File: src/rtl/fifo_ctrl_pkg.sv
// fifo_ctrl_pkg: shared width helpers and defaults for the FIFO family
package fifo_ctrl_pkg;
  localparam int DEF_WIDTH = 8;
  localparam int DEF_DEPTH = 256;
  function automatic int ptr_w(input int d);
    return $clog2(d);
  endfunction
  function automatic int cnt_w(input int d);
    return $clog2(d) + 1;
  endfunction
  function automatic bit is_pow2(input int d);
    return d > 0 && (d & (d - 1)) == 0;
  endfunction
endpackage

File: src/rtl/fifo_ctrl_ram.sv
// RAM_2Port: simple dual-port RAM with one-cycle registered read and read-valid strobe
module RAM_2Port #(
  parameter int WIDTH = 8,
  parameter int DEPTH = 256
) (
  input  logic                     i_rst_n,
  input  logic                     i_wr_clk,
  input  logic [$clog2(DEPTH)-1:0] i_wr_addr,
  input  logic                     i_wr_dv,
  input  logic [WIDTH-1:0]         i_wr_data,
  input  logic                     i_rd_clk,
  input  logic [$clog2(DEPTH)-1:0] i_rd_addr,
  input  logic                     i_rd_en,
  output logic                     o_rd_dv,
  output logic [WIDTH-1:0]         o_rd_data
);
  logic [WIDTH-1:0] mem_q [DEPTH];
  always_ff @(posedge i_wr_clk)
    if (i_wr_dv) mem_q[i_wr_addr] <= i_wr_data;
  // Data port reads unconditionally; only the valid strobe is qualified.
  always_ff @(posedge i_rd_clk)
    o_rd_data <= mem_q[i_rd_addr];
  always_ff @(posedge i_rd_clk or negedge i_rst_n)
    if (!i_rst_n) o_rd_dv <= 1'b0;
    else          o_rd_dv <= i_rd_en;
endmodule

File: src/rtl/fifo_ctrl.sv
// fifo_ctrl: single-clock FIFO controller around RAM_2Port with full/empty/almost flags
// Optional sticky o_overflow/o_underflow ports when FIFO_ERR_FLAGS_EN is defined.
module fifo_ctrl
  import fifo_ctrl_pkg::*;
#(
  parameter int WIDTH    = DEF_WIDTH,
  parameter int DEPTH    = DEF_DEPTH,
  parameter int AF_LEVEL = 252,
  parameter int AE_LEVEL = 4
) (
  input  logic                   i_clk,
  input  logic                   i_rst_n,
  input  logic                   i_wr_dv,
  input  logic [WIDTH-1:0]       i_wr_data,
  output logic                   o_full,
  output logic                   o_af_flag,
  input  logic                   i_rd_en,
  output logic                   o_rd_dv,
  output logic [WIDTH-1:0]       o_rd_data,
  output logic                   o_empty,
  output logic                   o_ae_flag,
  output logic [cnt_w(DEPTH)-1:0] o_count
`ifdef FIFO_ERR_FLAGS_EN
  ,
  output logic                   o_overflow,
  output logic                   o_underflow
`endif
);
  localparam int PW = ptr_w(DEPTH);
  localparam int CW = cnt_w(DEPTH);
  localparam logic [CW-1:0] AF_C = CW'(AF_LEVEL);
  localparam logic [CW-1:0] AE_C = CW'(AE_LEVEL);
  localparam logic [CW-1:0] FULL_C = CW'(DEPTH);

  if (!is_pow2(DEPTH) || DEPTH < 4) begin : g_bad_depth
    $error("fifo_ctrl: DEPTH must be a power of two >= 4");
  end
  if (AF_LEVEL < 1 || AF_LEVEL > DEPTH || AE_LEVEL < 0 || AE_LEVEL > DEPTH - 1) begin : g_bad_lvl
    $error("fifo_ctrl: AF_LEVEL/AE_LEVEL out of range");
  end

  logic [PW-1:0] wr_ptr_q, wr_ptr_d, rd_ptr_q, rd_ptr_d;
  logic [CW-1:0] count_q, count_d;
  logic          wr_acc, rd_acc;

  assign o_full    = count_q == FULL_C;
  assign o_empty   = count_q == '0;
  assign o_af_flag = count_q >= AF_C;
  assign o_ae_flag = count_q <= AE_C;
  assign o_count   = count_q;
  assign wr_acc    = i_wr_dv & ~o_full;
  assign rd_acc    = i_rd_en & ~o_empty;

  always_comb begin
    wr_ptr_d = wr_ptr_q + PW'(wr_acc);
    rd_ptr_d = rd_ptr_q + PW'(rd_acc);
    count_d  = count_q + CW'(wr_acc) - CW'(rd_acc);
  end

  always_ff @(posedge i_clk or negedge i_rst_n)
    if (!i_rst_n) begin
      wr_ptr_q <= '0;
      rd_ptr_q <= '0;
      count_q  <= '0;
    end else begin
      wr_ptr_q <= wr_ptr_d;
      rd_ptr_q <= rd_ptr_d;
      count_q  <= count_d;
    end

`ifdef FIFO_ERR_FLAGS_EN
  logic ovf_q, unf_q;
  always_ff @(posedge i_clk or negedge i_rst_n)
    if (!i_rst_n) begin
      ovf_q <= 1'b0;
      unf_q <= 1'b0;
    end else begin
      ovf_q <= ovf_q | (i_wr_dv & o_full);
      unf_q <= unf_q | (i_rd_en & o_empty);
    end
  assign o_overflow  = ovf_q;
  assign o_underflow = unf_q;
`endif

  RAM_2Port #(.WIDTH(WIDTH), .DEPTH(DEPTH)) u_ram (
    .i_rst_n  (i_rst_n),
    .i_wr_clk (i_clk),
    .i_wr_addr(wr_ptr_q),
    .i_wr_dv  (wr_acc),
    .i_wr_data(i_wr_data),
    .i_rd_clk (i_clk),
    .i_rd_addr(rd_ptr_q),
    .i_rd_en  (rd_acc),
    .o_rd_dv  (o_rd_dv),
    .o_rd_data(o_rd_data)
  );
endmodule

File: config.mk
export PLATFORM = sky130hd
export DESIGN_NAME = fifo_ctrl
export DESIGN_NICKNAME = d
export VERILOG_FILES = /design/src/rtl/fifo_ctrl_pkg.sv /design/src/rtl/fifo_ctrl_ram.sv /design/src/rtl/fifo_ctrl.sv
export SDC_FILE = /design/constraint.sdc
export NUM_CORES = 2
export LEC_CHECK = 0
export ABC_AREA = 0
export BUFFER_PORTS_ARGS = -buffer_cell sky130_fd_sc_hd__buf_2
export CAP_MARGIN = 10
export CORE_MARGIN = 3
export CORE_UTILIZATION = 63
export CTS_BUF_LIST = sky130_fd_sc_hd__clkbuf_16
export CTS_CLUSTER_DIAMETER = 60
export DETAILED_ROUTE_END_ITERATION = 6
export GPL_ROUTABILITY_DRIVEN = 0
export PLACE_DENSITY_LB_ADDON = 0.05
export SLEW_MARGIN = 20
export SYNTH_ARGS = -nofsm -noshare
export SYNTH_HDL_FRONTEND = slang
export SYNTH_HIERARCHICAL = 1
export SYNTH_SLANG_ARGS = --single-unit
export TNS_END_PERCENT = 5
File: constraint.sdc
create_clock -name i_clk -period 4.3 [get_ports i_clk]
set_clock_uncertainty 0.2 [all_clocks]
set_input_delay 0.43 -clock i_clk [delete_from_list [all_inputs] [get_ports i_clk]]
set_output_delay 0.43 -clock i_clk [all_outputs]
set_load 0.01 [all_outputs]
Word level (Yosys, flattened, before mapping)
Memories as Yosys holds them, arrays and structs flattened. A register that Yosys moved wholly into a read port is not among the register bits.
Cells that the tools add are included.
{ "word_totals": {"ramBits": 2048, "word_cells": 19, "output_inout_bits": 22, "regBits": 26, "latch_bits": 0, "n_memories": 1, "mem_bits_ro": 0} }
{ "classes": {"mux": 2, "div_mod_pow": 0, "order_cmp": 2, "n_shift": 0, "multipliers": 0, "eq_ne": 1, "reduce_logical": 1, "n_bitwise": 4, "addsub": 4} }
{ "memory_table": {"columns": ["name", "words", "word_bits", "rd", "rd_ports_with_merged_regs", "write_ports", "line_no", "source"], "rows": [
  ["u_ram.mem_q", 256, 8, 1, 1, 1, "fifo_ctrl_ram.sv:17", "logic [WIDTH-1:0] mem_q [DEPTH];"]
]} }
{ "op_table": {"columns": ["op", "n"], "rows": [
  ["8-bit by 1-bit adder with 8-bit output", 2],
  ["9-bit by 1-bit adder with 9-bit output", 1],
  ["9-bit == test, second input constant", 1],
  ["9-bit by 8-bit >= comparator with 1-bit output, second input constant", 1],
  ["9-bit by 3-bit <= comparator with 1-bit output, second input constant", 1],
  ["9-bit zero test", 1],
  ["9-bit by 1-bit subtractor with 9-bit output", 1],
  ["1-bit bitwise AND", 2],
  ["1-bit two-way mux", 2],
  ["1-bit NOT", 2]
]} }

Logic depth before layout (Yosys ltp)
{ "logic_depth": {"word_depth": 5, "depth_mapped": 13, "mapped_depth_nobuf": 13} }

Hierarchy
Netlist, hierarchy kept.
{ "modules_own_cells": {"columns": ["module", "seq_area_each_um2", "area_per_inst_um2", "instances", "cells_each"], "rows": [
  ["RAM_2Port", 61684.2, 79581.3, 1, 3734],
  ["fifo_ctrl", 625.6, 1604.0, 1, 153]
]} }

Least setup slack after synthesis
No wires, ideal clock.
{ "synth_timing": {"kind": "register to register", "start": "register count_q[4] (netlist: o_count[4])", "end": "register count_q[8] (netlist: o_count[8])", "path_stages_with_launch": 13, "path_slack_ns": 1.214, "setup_time_ns": 0.137, "arrival_ns": 2.748, "path_cell_list": "dfrtp_1 -> inv_1 -> ha_1 -> nand4bb_4 -> or2_1 -> a311oi_1 -> ha_1 -> inv_1 -> fa_1 -> nor2b_1 -> o21ai_1 -> a2111oi_0 -> nor3_1"} }
{ "synth_between": {"elab_chain_len": 5, "elab_cells_between_ends": 8} }
{ "synth_rtl": {"columns": ["element", "line_no", "source"], "rows": [
  ["start, declared", "fifo_ctrl.sv:43", "logic [CW-1:0] count_q, count_d;"],
  ["start signal, assigned", "fifo_ctrl.sv:68", "count_q <= count_d;"],
  ["9-bit == test", "fifo_ctrl.sv:46", "assign o_full = count_q == FULL_C;"],
  ["1-bit NOT", "fifo_ctrl.sv:51", "assign wr_acc = i_wr_dv & ~o_full;"],
  ["1-bit bitwise AND", "fifo_ctrl.sv:51", null],
  ["9-bit by 1-bit adder with 9-bit output", "fifo_ctrl.sv:57", "count_d = count_q + CW'(wr_acc) - CW'(rd_acc);"],
  ["9-bit by 1-bit subtractor with 9-bit output *", "fifo_ctrl.sv:57", null],
  ["named net count_d[8]", "fifo_ctrl.sv:43", null]
]} }
The timed path passes the listed nets; every way through them passes the cells marked *.

==> results.json <==
{
  "status": "finished, final reports clean",
  "final_layout_size_suffix_gt1_frac": 0.246,
  "die_area_sq_um": 133000,
  "clk_pin_slew_ns": 0.06,
  "vias_per_cell": 6.93,
  "synthArstFlopShare": 0.0125,
  "vias": 41531,
  "synth_nets": 3924,
  "grt_pass1_wl_um": 292000,
  "path_max_fanout": 54,
  "synth_area_sq_um": 81200,
  "die_h_um": 365,
  "cts_setup_buffers": 0,
  "cp-start-kind": "flip-flop",
  "ys.warnings.count": 6,
  "cts_sinks": 2082,
  "root_buffer": "clkbuf_16",
  "p_clk_frac": 0.299,
  "fp.coreArea_sq_um": 128000,
  "netlist_instances": 3887,
  "synth-edff-count": 2048,
  "cp_slowest_stage_delay_ns": 0.75,
  "switchingPower_w": 0.0168,
  "dpl.hpwl_um": 127000,
  "overflow": 0,
  "htreeDepth": 4,
  "antenna_found_initial": 2,
  "synth_top_cells_by_count": "edfxtp_1 (2048), mux4_2 (454), nor2_1 (293)",
  "numCtsBuffers": 199,
  "wl_um": 202000,
  "rows": 131,
  "dp_cells": 5611,
  "fin_crit_ns": 4.05,
  "rsz0062_at_grt": "no",
  "power_density_nw_per_um2": 610,
  "num-nets-final": 4195,
  "n_fill_cell": 7496,
  "dr.pass1.iters": 6,
  "pwr-share-comb": 0.281,
  "track_usage": 0.310,
  "setup-violations-final": 0,
  "yosysTopAreaCell": "edfxtp_1",
  "yosysTopAreaCellShare": 0.758,
  "ys_types": 71,
  "grt_pass1_vias": 41077,
  "drt_iter0_drc": 5801,
  "synth_area_per_cell_sq_um": 20.9,
  "p_int_w": 0.0386,
  "reg2reg_from": "rd_ptr_q[0]",
  "hold_class": "input port to flip-flop",
  "maxCapViolCount": 0,
  "fin_area_sq_um": 90900,
  "dpl-instance-area_sq_um": 84500,
  "synthTopCellsByArea": "edfxtp_1 (76%), mux4_2 (13%), mux2i_1 (1.7%)",
  "cp-end-kind": "flip-flop",
  "fp.dieW_um": 365,
  "arrival_ns": 4.51,
  "slew_violations": 0,
  "finalHoldViolCount": 0,
  "tns_ns": 0,
  "drc": 0,
  "clock_path_buffers": 3,
  "whs_endpoint": "u_ram/mem_q[116][4]",
  "tightest_slew_ns": 1.16,
  "cp_top_family": "buffers and inverters",
  "syn2layout_area_growth_pct": 11.9,
  "relSlewSlack": 0.208,
  "r2r_slack_ns": 0.25,
  "holdPathStages": 1,
  "r2r_end": "u_ram/o_rd_data[4]",
  "start_util": 0.636,
  "wire_per_inst_um": 33.7,
  "clk_latency_ns": 0.82,
  "seqPwrFrac": 0.419,
  "period_share": 0.942,
  "cp_cell_sequence": "buf_12 > buf_4 > mux4_2 > o22ai_1 > nor3_1 > nor4_1 > buf_4 > nor4_1",
  "slowest_stage": "nor4_1",
  "critical_path_class": "flip-flop to flip-flop",
  "ys.flop_type": "edfxtp_1",
  "synth_seq_cells": 2082,
  "max_freq_ghz": 0.247,
  "num_io_pins": 34,
  "grt_max_degree": 150,
  "cts_tree": "built",
  "ant_nets": 0,
  "path_buf_inv": 3,
  "hp-start": "i_wr_data[4]",
  "reg2regPathDepth": 8,
  "post-synth-top-count-cell": "edfxtp_1",
  "stdcell_count": 5990,
  "switching_share": 0.304,
  "io_buffers": 33,
  "yosysSeqAreaShare": 0.767,
  "power_leakage_nw": 29.0,
  "fin_hold_ws_ns": 0.0152,
  "vdd_drop_max_mv": 0.459,
  "crit_required_ns": 4.76
}
routing by layer:
| metal | GRT usage | vias up | share of wire |
|---|---|---|---|
| li1 | - | 16776 | - |
| met1 | 0.464 | 21978 | 0.39 |
| met2 | 0.468 | 2414 | 0.47 |
| met3 | 0.0689 | 361 | 0.11 |
| met4 | 0.0985 | 2 | 0.032 |
| met5 | 0 | - | 0.000079 |
timing repair:
| action | in CTS | in global routing |
|---|---|---|
| endpoints found under the hold margin | 33 | 40 |
| setup endpoints to repair | 0 | 2 |
| hold buffers | 5 | 1 |
| gates resized for setup | 0 | 2 |
stage by stage:
step | util | power [W] | setup slack, ns
finish | 0.712 | 0.0554 | 0.251
global route | 0.712 | 0.0572 | 0.0334
floorplan | - | 0.0339 | 1.21
global placement | 0.661 | 0.0388 | -0.168
detailed placement | 0.662 | 0.0390 | 0.0616
CTS | 0.711 | 0.0555 | 0.0148
how the worst max path moves through the flow:
stage | from | endpoint | depth (start not counted)
after floorplan | o_count[4] | o_count[8] | 12
final | rd_ptr_q[0] | u_ram/o_rd_data[4] | 8
after global routing | rd_ptr_q[0] | u_ram/o_rd_data[4] | 8
after detailed placement | rd_ptr_q[0] | u_ram/o_rd_data[5] | 7
after global placement | rd_ptr_q[0] | u_ram/o_rd_data[2] | 7
after CTS | rd_ptr_q[0] | u_ram/o_rd_data[5] | 7
power groups by stage:
stage | logic, W | registers, W | clock network [W]
after floorplan | 0.0106 | 0.0233 | 0
after global placement | 0.0152 | 0.0236 | 0
after detailed placement | 0.0154 | 0.0236 | 0
after CTS | 0.0155 | 0.0232 | 0.0168
after global routing | 0.0163 | 0.0233 | 0.0176
final | 0.0156 | 0.0232 | 0.0166
state kept, by name, summed over array words and instances (netlist names):
register	flops
u_ram/mem_q	2048
o_count	9
rd_ptr_q	8
u_ram/o_rd_data	8
wr_ptr_q	8
u_ram/o_rd_dv	1
logic make-up (layout without fill, tap and decap cells):
kind of cell	count (synthesis)	in the layout	synth area share
flip-flops	2082	2082	0.767
multiplexers	591	591	0.143
AND/OR/NAND/NOR	519	519	0.0296
AO/OA/AOI/OAI	402	402	0.0351
buffers and inverters	250	690	0.0187
adder cells (fa/ha/maj)	25	25	0.00395
XOR/XNOR	18	18	0.00194
other	0	1	0
cells in the final DEF, fill, tap and decap left out, types with 7 or more instances in the layout:
cell type,instances
a211oi_1,16
a21oi_1,98
a221oi_1,13
a22o_1,8
a22oi_1,133
buf_12,33
buf_2,25
buf_4,230
bufinv_16,12
clkbuf_16,205
clkbuf_8,7
clkinv_1,43
clkinv_2,39
dfrtp_1,21
dfxtp_1,8
edfxtp_1,2048
ha_1,24
inv_1,72
mux2i_1,134
mux4_2,454
nand2_1,42
nand2b_1,10
nand3_1,41
nand4_1,12
nor2_1,287
nor2b_1,33
nor3_1,23
nor4_1,21
nor4_2,7
o211ai_1,12
o21ai_0,11
o221ai_1,46
o22ai_1,28
xnor2_1,10
xor2_1,8
final cells by class:
| type | count | area (sq um) | share of cell area |
|---|---|---|---|
| tap | 1662 | 2080 | 0.0229 |
| timing repair buffer | 303 | 2730 | 0.0300 |
| antenna | 1 | 2.50 | 0.0000275 |
| sequential | 2082 | 62300 | 0.686 |
| clock inverter | 165 | 1080 | 0.0119 |
| clock buffer | 205 | 5130 | 0.0565 |
| inverter | 17 | 66.3 | 0.000730 |
| multi-input combinational | 1555 | 17400 | 0.192 |
Note: power is estimated with default switching activity, not from simulation.
